<file path="config.mk">
export PLATFORM = sky130hd
export DESIGN_NAME = cs161_mc_datapath
export DESIGN_NICKNAME = d
export VERILOG_FILES = /design/src/rtl/cs161_mc_datapath.sv
export SDC_FILE = /design/constraint.sdc
export NUM_CORES = 2
export LEC_CHECK = 0
export ABC_CLOCK_PERIOD_IN_PS = 58700
export BUFFER_PORTS_ARGS = -buffer_cell sky130_fd_sc_hd__buf_2
export CORE_ASPECT_RATIO = 0.7
export CORE_MARGIN = 5
export CORE_UTILIZATION = 32
export CTS_BUF_LIST = sky130_fd_sc_hd__clkbuf_8
export CTS_CLUSTER_DIAMETER = 30
export DETAILED_ROUTE_END_ITERATION = 10
export GPL_TIMING_DRIVEN = 0
export PLACE_DENSITY = 0.49
export SLEW_MARGIN = 20
export SYNTH_ARGS = -nofsm -noshare
export SYNTH_HDL_FRONTEND = slang
export SYNTH_SLANG_ARGS = --single-unit
</file>
<file path="constraint.sdc">
create_clock -name clk -period 58.7 [get_ports clk]
set_input_delay 11.74 -clock clk [delete_from_list [all_inputs] [get_ports clk]]
set_output_delay 11.74 -clock clk [all_outputs]
set_load 0.02 [all_outputs]
</file>
<file path="src/rtl/cs161_mc_datapath.sv">
// Multi-cycle MIPS-subset datapath with integrated FETCH/DECODE/EXEC/MEM/WB controller.
// A single memory port serves both instruction fetch and data access, stalling on mem_ready.
module cs161_mc_datapath #(
    parameter int                    DATA_WIDTH = 32,
    parameter int                    ADDR_WIDTH = 32,
    parameter logic [ADDR_WIDTH-1:0] RESET_PC   = {ADDR_WIDTH{1'b0}}
) (
    input  logic                  clk,
    input  logic                  rst,
    output logic                  mem_req,
    output logic                  mem_we,
    output logic [ADDR_WIDTH-1:0] mem_addr,
    output logic [DATA_WIDTH-1:0] mem_wdata,
    input  logic [DATA_WIDTH-1:0] mem_rdata,
    input  logic                  mem_ready,
    output logic [ADDR_WIDTH-1:0] prog_count,
    output logic [5:0]            instr_opcode,
    output logic [4:0]            reg1_addr,
    output logic [4:0]            reg2_addr,
    output logic [DATA_WIDTH-1:0] reg1_data,
    output logic [DATA_WIDTH-1:0] reg2_data,
    output logic [4:0]            write_reg_addr,
    output logic [DATA_WIDTH-1:0] write_reg_data,
    output logic                  reg_write_en,
    output logic [2:0]            state,
    output logic                  retire
);

    typedef enum logic [2:0] {
        ST_FETCH  = 3'd0,
        ST_DECODE = 3'd1,
        ST_EXEC   = 3'd2,
        ST_MEM    = 3'd3,
        ST_WB     = 3'd4
    } state_t;

    localparam logic [5:0] OP_RTYPE = 6'h00;
    localparam logic [5:0] OP_BEQ   = 6'h04;
    localparam logic [5:0] OP_ADDI  = 6'h08;
    localparam logic [5:0] OP_LW    = 6'h23;
    localparam logic [5:0] OP_SW    = 6'h2B;
    localparam logic [5:0] F_ADD    = 6'h20;
    localparam logic [5:0] F_SUB    = 6'h22;
    localparam logic [5:0] F_AND    = 6'h24;
    localparam logic [5:0] F_OR     = 6'h25;
    localparam logic [5:0] F_SLT    = 6'h2A;

    localparam logic [ADDR_WIDTH-1:0] WORD_MASK = {{(ADDR_WIDTH-2){1'b1}}, 2'b00};

    state_t                state_q, state_d;
    logic [ADDR_WIDTH-1:0] pc_q, pc_d;
    logic [31:0]           ir_q, ir_d;
    logic [DATA_WIDTH-1:0] a_q, a_d, b_q, b_d, imm_q, imm_d;
    logic [DATA_WIDTH-1:0] aluout_q, aluout_d, mdr_q, mdr_d;
    logic [DATA_WIDTH-1:0] rf_q [32];

    logic [5:0]            opcode_s, funct_s;
    logic [4:0]            rs_s, rt_s, rd_s;
    logic                  is_rtype_s, is_addi_s, is_lw_s, is_sw_s, is_beq_s;
    logic                  funct_ok_s, supported_s;
    logic [DATA_WIDTH-1:0] rd1_s, rd2_s, alu_res_s;
    logic [ADDR_WIDTH-1:0] br_off_s, alu_addr_s;

    assign opcode_s    = ir_q[31:26];
    assign rs_s        = ir_q[25:21];
    assign rt_s        = ir_q[20:16];
    assign rd_s        = ir_q[15:11];
    assign funct_s     = ir_q[5:0];
    assign is_rtype_s  = (opcode_s == OP_RTYPE);
    assign is_addi_s   = (opcode_s == OP_ADDI);
    assign is_lw_s     = (opcode_s == OP_LW);
    assign is_sw_s     = (opcode_s == OP_SW);
    assign is_beq_s    = (opcode_s == OP_BEQ);
    assign supported_s = (is_rtype_s && funct_ok_s) || is_addi_s || is_lw_s || is_sw_s || is_beq_s;

    assign rd1_s      = (rs_s == 5'd0) ? {DATA_WIDTH{1'b0}} : rf_q[rs_s];
    assign rd2_s      = (rt_s == 5'd0) ? {DATA_WIDTH{1'b0}} : rf_q[rt_s];
    assign br_off_s   = ADDR_WIDTH'($signed({ir_q[15:0], 2'b00}));
    assign alu_addr_s = ADDR_WIDTH'(aluout_q);

    // R-type funct whitelist; anything else on opcode 0 retires as a NOP.
    always_comb begin
        funct_ok_s = 1'b0;
        case (funct_s)
            F_ADD, F_SUB, F_AND, F_OR, F_SLT: funct_ok_s = 1'b1;
            default:                          funct_ok_s = 1'b0;
        endcase
    end

    // ALU: R-type uses A op B; every other instruction computes A + IMM.
    always_comb begin
        alu_res_s = a_q + imm_q;
        if (is_rtype_s) begin
            case (funct_s)
                F_SUB:   alu_res_s = a_q - b_q;
                F_AND:   alu_res_s = a_q & b_q;
                F_OR:    alu_res_s = a_q | b_q;
                F_SLT:   alu_res_s = ($signed(a_q) < $signed(b_q)) ?
                                     {{(DATA_WIDTH-1){1'b0}}, 1'b1} : {DATA_WIDTH{1'b0}};
                default: alu_res_s = a_q + b_q;
            endcase
        end else begin
            alu_res_s = a_q + imm_q;
        end
    end

    // FSM state register.
    always_ff @(posedge clk or posedge rst) begin
        if (rst) begin
            state_q <= ST_FETCH;
        end else begin
            state_q <= state_d;
        end
    end

    // FSM next-state logic.
    always_comb begin
        state_d = state_q;
        case (state_q)
            ST_FETCH:  state_d = mem_ready ? ST_DECODE : ST_FETCH;
            ST_DECODE: state_d = supported_s ? ST_EXEC : ST_FETCH;
            ST_EXEC: begin
                if (is_lw_s || is_sw_s) begin
                    state_d = ST_MEM;
                end else if (is_beq_s) begin
                    state_d = ST_FETCH;
                end else begin
                    state_d = ST_WB;
                end
            end
            ST_MEM: begin
                if (!mem_ready) begin
                    state_d = ST_MEM;
                end else if (is_sw_s) begin
                    state_d = ST_FETCH;
                end else begin
                    state_d = ST_WB;
                end
            end
            ST_WB:     state_d = ST_FETCH;
            default:   state_d = ST_FETCH;
        endcase
    end

    // Datapath register next-state values, updated only in their owning state.
    always_comb begin
        pc_d     = pc_q;
        ir_d     = ir_q;
        a_d      = a_q;
        b_d      = b_q;
        imm_d    = imm_q;
        aluout_d = aluout_q;
        mdr_d    = mdr_q;
        case (state_q)
            ST_FETCH: begin
                if (mem_ready) begin
                    ir_d = mem_rdata[31:0];
                    pc_d = pc_q + ADDR_WIDTH'(32'd4);
                end else begin
                    ir_d = ir_q;
                end
            end
            ST_DECODE: begin
                a_d   = rd1_s;
                b_d   = rd2_s;
                imm_d = DATA_WIDTH'($signed(ir_q[15:0]));
            end
            ST_EXEC: begin
                aluout_d = alu_res_s;
                if (is_beq_s && (a_q == b_q)) begin
                    pc_d = pc_q + br_off_s;
                end else begin
                    pc_d = pc_q;
                end
            end
            ST_MEM: begin
                if (mem_ready && is_lw_s) begin
                    mdr_d = mem_rdata;
                end else begin
                    mdr_d = mdr_q;
                end
            end
            default: pc_d = pc_q;
        endcase
    end

    // Datapath registers.
    always_ff @(posedge clk or posedge rst) begin
        if (rst) begin
            pc_q     <= RESET_PC;
            ir_q     <= 32'd0;
            a_q      <= {DATA_WIDTH{1'b0}};
            b_q      <= {DATA_WIDTH{1'b0}};
            imm_q    <= {DATA_WIDTH{1'b0}};
            aluout_q <= {DATA_WIDTH{1'b0}};
            mdr_q    <= {DATA_WIDTH{1'b0}};
        end else begin
            pc_q     <= pc_d;
            ir_q     <= ir_d;
            a_q      <= a_d;
            b_q      <= b_d;
            imm_q    <= imm_d;
            aluout_q <= aluout_d;
            mdr_q    <= mdr_d;
        end
    end

    // Register file; r0 is never written so it always reads zero.
    always_ff @(posedge clk or posedge rst) begin
        if (rst) begin
            for (int i = 0; i < 32; i++) begin
                rf_q[i] <= {DATA_WIDTH{1'b0}};
            end
        end else if (reg_write_en && (write_reg_addr != 5'd0)) begin
            rf_q[write_reg_addr] <= write_reg_data;
        end
    end

    // FSM outputs; gating mem_req with rst drops it combinationally on an aborted access.
    always_comb begin
        mem_req        = 1'b0;
        mem_we         = 1'b0;
        mem_addr       = pc_q & WORD_MASK;
        reg_write_en   = 1'b0;
        write_reg_addr = 5'd0;
        write_reg_data = {DATA_WIDTH{1'b0}};
        retire         = 1'b0;
        case (state_q)
            ST_FETCH: begin
                mem_req  = !rst;
                mem_addr = pc_q & WORD_MASK;
            end
            ST_DECODE: retire = !supported_s;
            ST_EXEC:   retire = is_beq_s;
            ST_MEM: begin
                mem_req  = !rst;
                mem_we   = !rst && is_sw_s;
                mem_addr = alu_addr_s & WORD_MASK;
                retire   = is_sw_s && mem_ready;
            end
            ST_WB: begin
                reg_write_en   = 1'b1;
                write_reg_addr = is_rtype_s ? rd_s : rt_s;
                write_reg_data = is_lw_s ? mdr_q : aluout_q;
                retire         = 1'b1;
            end
            default: retire = 1'b0;
        endcase
    end

    assign mem_wdata    = b_q;
    assign prog_count   = pc_q;
    assign instr_opcode = opcode_s;
    assign reg1_addr    = rs_s;
    assign reg2_addr    = rt_s;
    assign reg1_data    = rd1_s;
    assign reg2_data    = rd2_s;
    assign state        = state_q;

endmodule

</file>
Word level (Yosys, flattened, before mapping)
Cells that the tools add are included.
{ "classes": {"n_addsub": 5, "n_lt_le_gt_ge": 5, "n_eq_ne": 16, "mux": 34, "n_bitwise": 5, "reduce_logical": 25} }
{ "ops": {"columns": ["cell", "count"], "rows": [
  ["1024-bit bitwise mux", 1],
  ["32-bit 2-to-1 mux", 13],
  ["32-bit binary-select mux with 5-bit select", 2],
  ["32-bit demux with 5-bit select", 1],
  ["32-bit one-hot mux with 4 select lines", 1],
  ["32-bit adder", 3],
  ["32-bit one-hot mux with 2 select lines", 1],
  ["6-bit equality test (second input constant)", 7],
  ["32-bit by 3-bit adder with 32-bit output (second input constant)", 1],
  ["32-bit AND", 1],
  ["32-bit equality test", 1],
  ["32-bit less-than comparator", 1],
  ["32-bit OR", 1],
  ["32-bit subtractor", 1],
  ["6-bit greater-or-equal comparator (second input constant)", 3],
  ["5-bit NOT with 6-bit output", 3],
  ["3-bit 2-to-1 mux", 4],
  ["3-bit one-hot mux with 4 select lines", 1],
  ["5-bit logical NOT", 2],
  ["5-bit 2-to-1 mux", 2],
  ["1-bit logical AND", 7],
  ["3-bit by 2-bit equality test with 1-bit output (second input constant)", 2],
  ["6-bit by 3-bit equality test with 1-bit output (second input constant)", 1],
  ["6-bit by 4-bit equality test with 1-bit output (second input constant)", 1],
  ["other kinds (17)", 29]
]} }
{ "word_totals": {"reg_bits": 1235, "inputBits": 35, "out_inout_bits": 220, "elab_cells": 130} }

Logic depth before layout (Yosys ltp)
{ "logic_depth": {"ltp_word": 10, "ltp_mapped": 17, "ltp_nobuf": 15} }

Worst setup path before layout
No wires, ideal clock.
{ "synth_path": {"path_kind": "input port to output port", "startpoint": "input port rst", "endpoint": "output port mem_we", "t_arrival_ns": 39.951, "slack_ns": 7.009, "cell_stages": 2, "n_path_buf": 0, "path_cell_list": "inv_1 and3_1"} }
{ "synth_via": {"elab_chain_len": 3} }
{ "synth_lines": {"columns": ["element", "line_no", "source"], "rows": [
  ["start: declaration", "9", "input logic rst,"],
  ["1-bit logical NOT", "237", "mem_we = !rst && is_sw_s;"],
  ["1-bit logical AND", "237", null],
  ["1-bit 2-to-1 mux", "228", "case (state_q)"],
  ["end: declaration", "11", "output logic mem_we,"]
]} }
No other way between the ends.

Worst setup path after layout
Same ends and word-level chain as after synthesis.

==> impl_metrics.py <==
metrics = {
    "synth": {
        "synth_top_family_by_area": "multiplexers",
        "synth_seq_cells": 1233,
        "synth_mux_area_share_pct": 24.0,
        "synth-simple-area-share_pct": 10.5,
        "synth_edf_count": 0,
        "synth_xor_area_share_pct": 0.648,
        "synth.avg_cell_area_sq_um": 10.8,
        "async_reset_ff_share_pct": 100,
        "ys.flop_type": "dfrtp_1",
        "synth_compound_area_share_pct": 12.8,
        "ys_seq_area_share_pct": 44.8,
        "netlist_instances": 6361,
        "ys.warnings.count": 0,
        "netlist_area_sq_um": 68900,
        "synthAdderAreaFrac_pct": 2.95,
        "synth_cell_types": 87,
    },
    "global_route": {
        "grt_usage_pct": 27.3,
        "antenna_found_initial": 30,
        "globalRouteMet1Util_pct": 40.8,
        "met3_usage_pct": 10.4,
        "grt_pass1_wl_microns": 436000,
        "gr-max-usage-layer": "met1",
        "grt_max_degree": 103,
        "overflow": 0,
        "grt_use_met2_pct": 34.4,
        "grt_pass1_vias": 55300,
    },
    "flow_run": {
        "max-cap-violations": 0,
    },
    "sta": {
        "fin_crit_sh_pct": 41.8,
        "worstMarginPinSlew_ns": 1.35,
        "fin_ws_ns": 34.16,
        "fin_skew_ns": 0.0696,
        "setup_viol": 0,
        "grt_setup_unrepaired": "false",
        "maxSlewHeadroom_pct": 9.75,
        "finalHoldViolCount": 0,
        "fin_crit_ns": 24.54,
        "finalMaxSlewViolations": 0,
        "fin_tns_setup_ns": 0,
        "max_freq_ghz": 0.0407,
    },
    "critical_path": {
        "startpoint_type": "input pin",
        "arrival_ns": 12.80,
        "worstSetupEndpointType": "primary output",
        "cp.required_ns": 46.96,
        "cp_max_fo": 81,
        "rrSetupSlack_ns": 52.00,
        "crit_type": "input pin to primary output",
    },
    "pwr": {
        "p_comb_share_pct": 31.4,
        "totalPowerFinal_mw": 3.00,
        "power.internal_mw": 1.86,
        "switching_share_pct": 37.8,
        "pwr-share-seq_pct": 31.8,
        "clkPwrFrac_pct": 36.8,
        "pwr_density_cell_nw_per_um2": 37.2,
        "cellLeakagePower_nw": 34.2,
        "p_sw_mw": 1.13,
        "vdd_drop_max_v": 0.0000207,
    },
    "routing": {
        "via_per_inst": 5.84,
        "drtAntennaViolNets": 0,
        "routedWlPerCell_microns": 31.4,
        "drt-initial-drc-count": 7630,
        "vias": 58500,
        "drc": 0,
        "wl_microns": 314000,
        "dr.pass1.iters": 8,
    },
    "final_layout": {
        "seqCellArea_sq_um": 30900,
        "final_util_pct": 37.6,
        "fin_area_sq_um": 80600,
        "layout-drive-gt1-share_pct": 24.0,
        "final_common_cell": "nand2_1",
        "final_cell_mix": "nand2_1, dfrtp_1, o21ai_0, mux4_2, clkbuf_1",
        "multiInputGateArea_sq_um": 35200,
        "fillers": 21300,
        "nets": 7110,
        "syn2layout_area_growth_pct": 16.9,
    },
    "cts": {
        "cts_max_path_buffers": 4,
        "ctsResizeCount": 0,
        "tritoncts": "done",
        "cts-root-buf": "clkbuf_8",
        "cts_hold_buf": 0,
        "clock_latency_ns": 0.94,
        "post-cts-setup-buffers": 0,
        "h-tree-depth": 5,
        "numClockSinks": 1233,
        "path_clk_slew_ns": 0.06,
        "cts_inserted_buffers": 283,
    },
    "die": {
        "dieWidth_microns": 565,
        "core_sq_um": 214000,
        "rows": 142,
        "dieArea_sq_um": 225000,
        "ioPinCount": 255,
        "initial_utilization_pct": 32.2,
        "dieHeight_microns": 398,
    },
    "place": {
        "dp_hpwl_microns": 248000,
        "place_ws_ns": 34.12,
        "numPortBuffers": 250,
        "place_area_sq_um": 74300,
        "place_congestion": 1.02,
    },
    "outcome": {
        "status": "finished clean",
    },
    "min_path": {
        "hold_path_class": "flop to flop",
    },
}
-- metal layers --
metal | vias up | routed length [microns]
met3 | 504 | 39900
met4 | 10 | 14600
li1 | 24100 | -
met1 | 30500 | 139000
met5 | - | 528
met2 | 3354 | 120000
-- layout make-up --
| class | count | area share (%) |
|---|---|---|
| multi-input combinational | 4380 | 43.6 |
| timing repair buffer | 266 | 2.02 |
| buffer | 601 | 3.06 |
| clock inverter | 153 | 2.06 |
| tap | 2880 | 4.47 |
| clock buffer | 333 | 5.69 |
| inverter | 150 | 0.708 |
| antenna | 22 | 0.0683 |
| sequential | 1233 | 38.3 |
-- synthesized netlist by cell type, types with 21 or more instances --
cell type	instances	share of area [%]
a21o_1	38	0.41
a21oi_1	202	1.5
a31oi_1	24	0.22
and2_1	21	0.19
buf_1	56	0.30
buf_2	76	0.55
buf_4	21	0.23
clkbuf_1	447	2.4
dfrtp_1	1233	45
ha_1	156	2.8
inv_1	149	0.81
mux2_2	175	2.9
mux4_2	640	21
nand2_1	1333	7.3
nand2b_1	83	0.75
nand3_1	28	0.20
nor2_1	136	0.74
nor3_1	34	0.25
o211ai_1	26	0.28
o21ai_0	805	5.8
o21ai_1	302	2.2
o21bai_1	21	0.23
xnor2_1	35	0.44
-- final timing paths --
| kind | start | end | cells after the start |
|---|---|---|---|
| worst min-delay path | rf_q[996] | rf_q[996] | 1 |
| worst min register to register | rf_q[996] | rf_q[996] | 1 |
| max in group asynchronous | rst | rf_q[533] | 6 |
| min in group asynchronous | rst | prog_count[13] | 2 |
| worst max-delay path | rst | mem_we | 4 |
| worst max register to register | state[1] | prog_count[30] | 17 |
-- power groups by stage --
stage	registers [mW]	clock network, mW	logic (mW)
floorplan	0.936	0	0.592
global route	0.952	1.16	0.983
global placement	0.966	0	0.918
finish	0.952	1.10	0.942
CTS	0.948	1.11	0.928
detailed placement	0.963	0	0.925
-- per-stage QoR --
| step | hold WS [ns] | cells |
|---|---|---|
| floorplan | 0.441 | 6364 |
| global placement | 0.452 | 9494 |
| detailed placement | 0.465 | 9510 |
| CTS | 0.479 | 9996 |
| global route | 0.494 | 9999 |
| finish | 0.477 | 10000 |
-- state kept, by name, indices dropped and copies added, names as in the netlist, 16 cells and up --
signal      flops
mdr_q          32
alu_addr_s     32
rf_q         1024
imm_q          16
ir_q           32
mem_wdata      32
a_q            32
prog_count     30
-- logic make-up (layout without fill, tap and decap cells) --
logic type | count (synthesis) | in the layout
AND/OR/NAND/NOR | 1743 | 1743
AO/OA/AOI/OAI | 1592 | 1592
flip-flops | 1233 | 1233
multiplexers | 830 | 830
buffers and inverters | 751 | 1503
adder cells (fa/ha/maj) | 160 | 160
XOR/XNOR | 51 | 51
other | 1 | 26
-- worst max-delay path, stage by stage --
cell	delay, ns
buf_2	0.14
inv_8	0.45
and3_1	0.27
buf_2	0.18
Note: power is estimated with default switching activity, not from simulation.
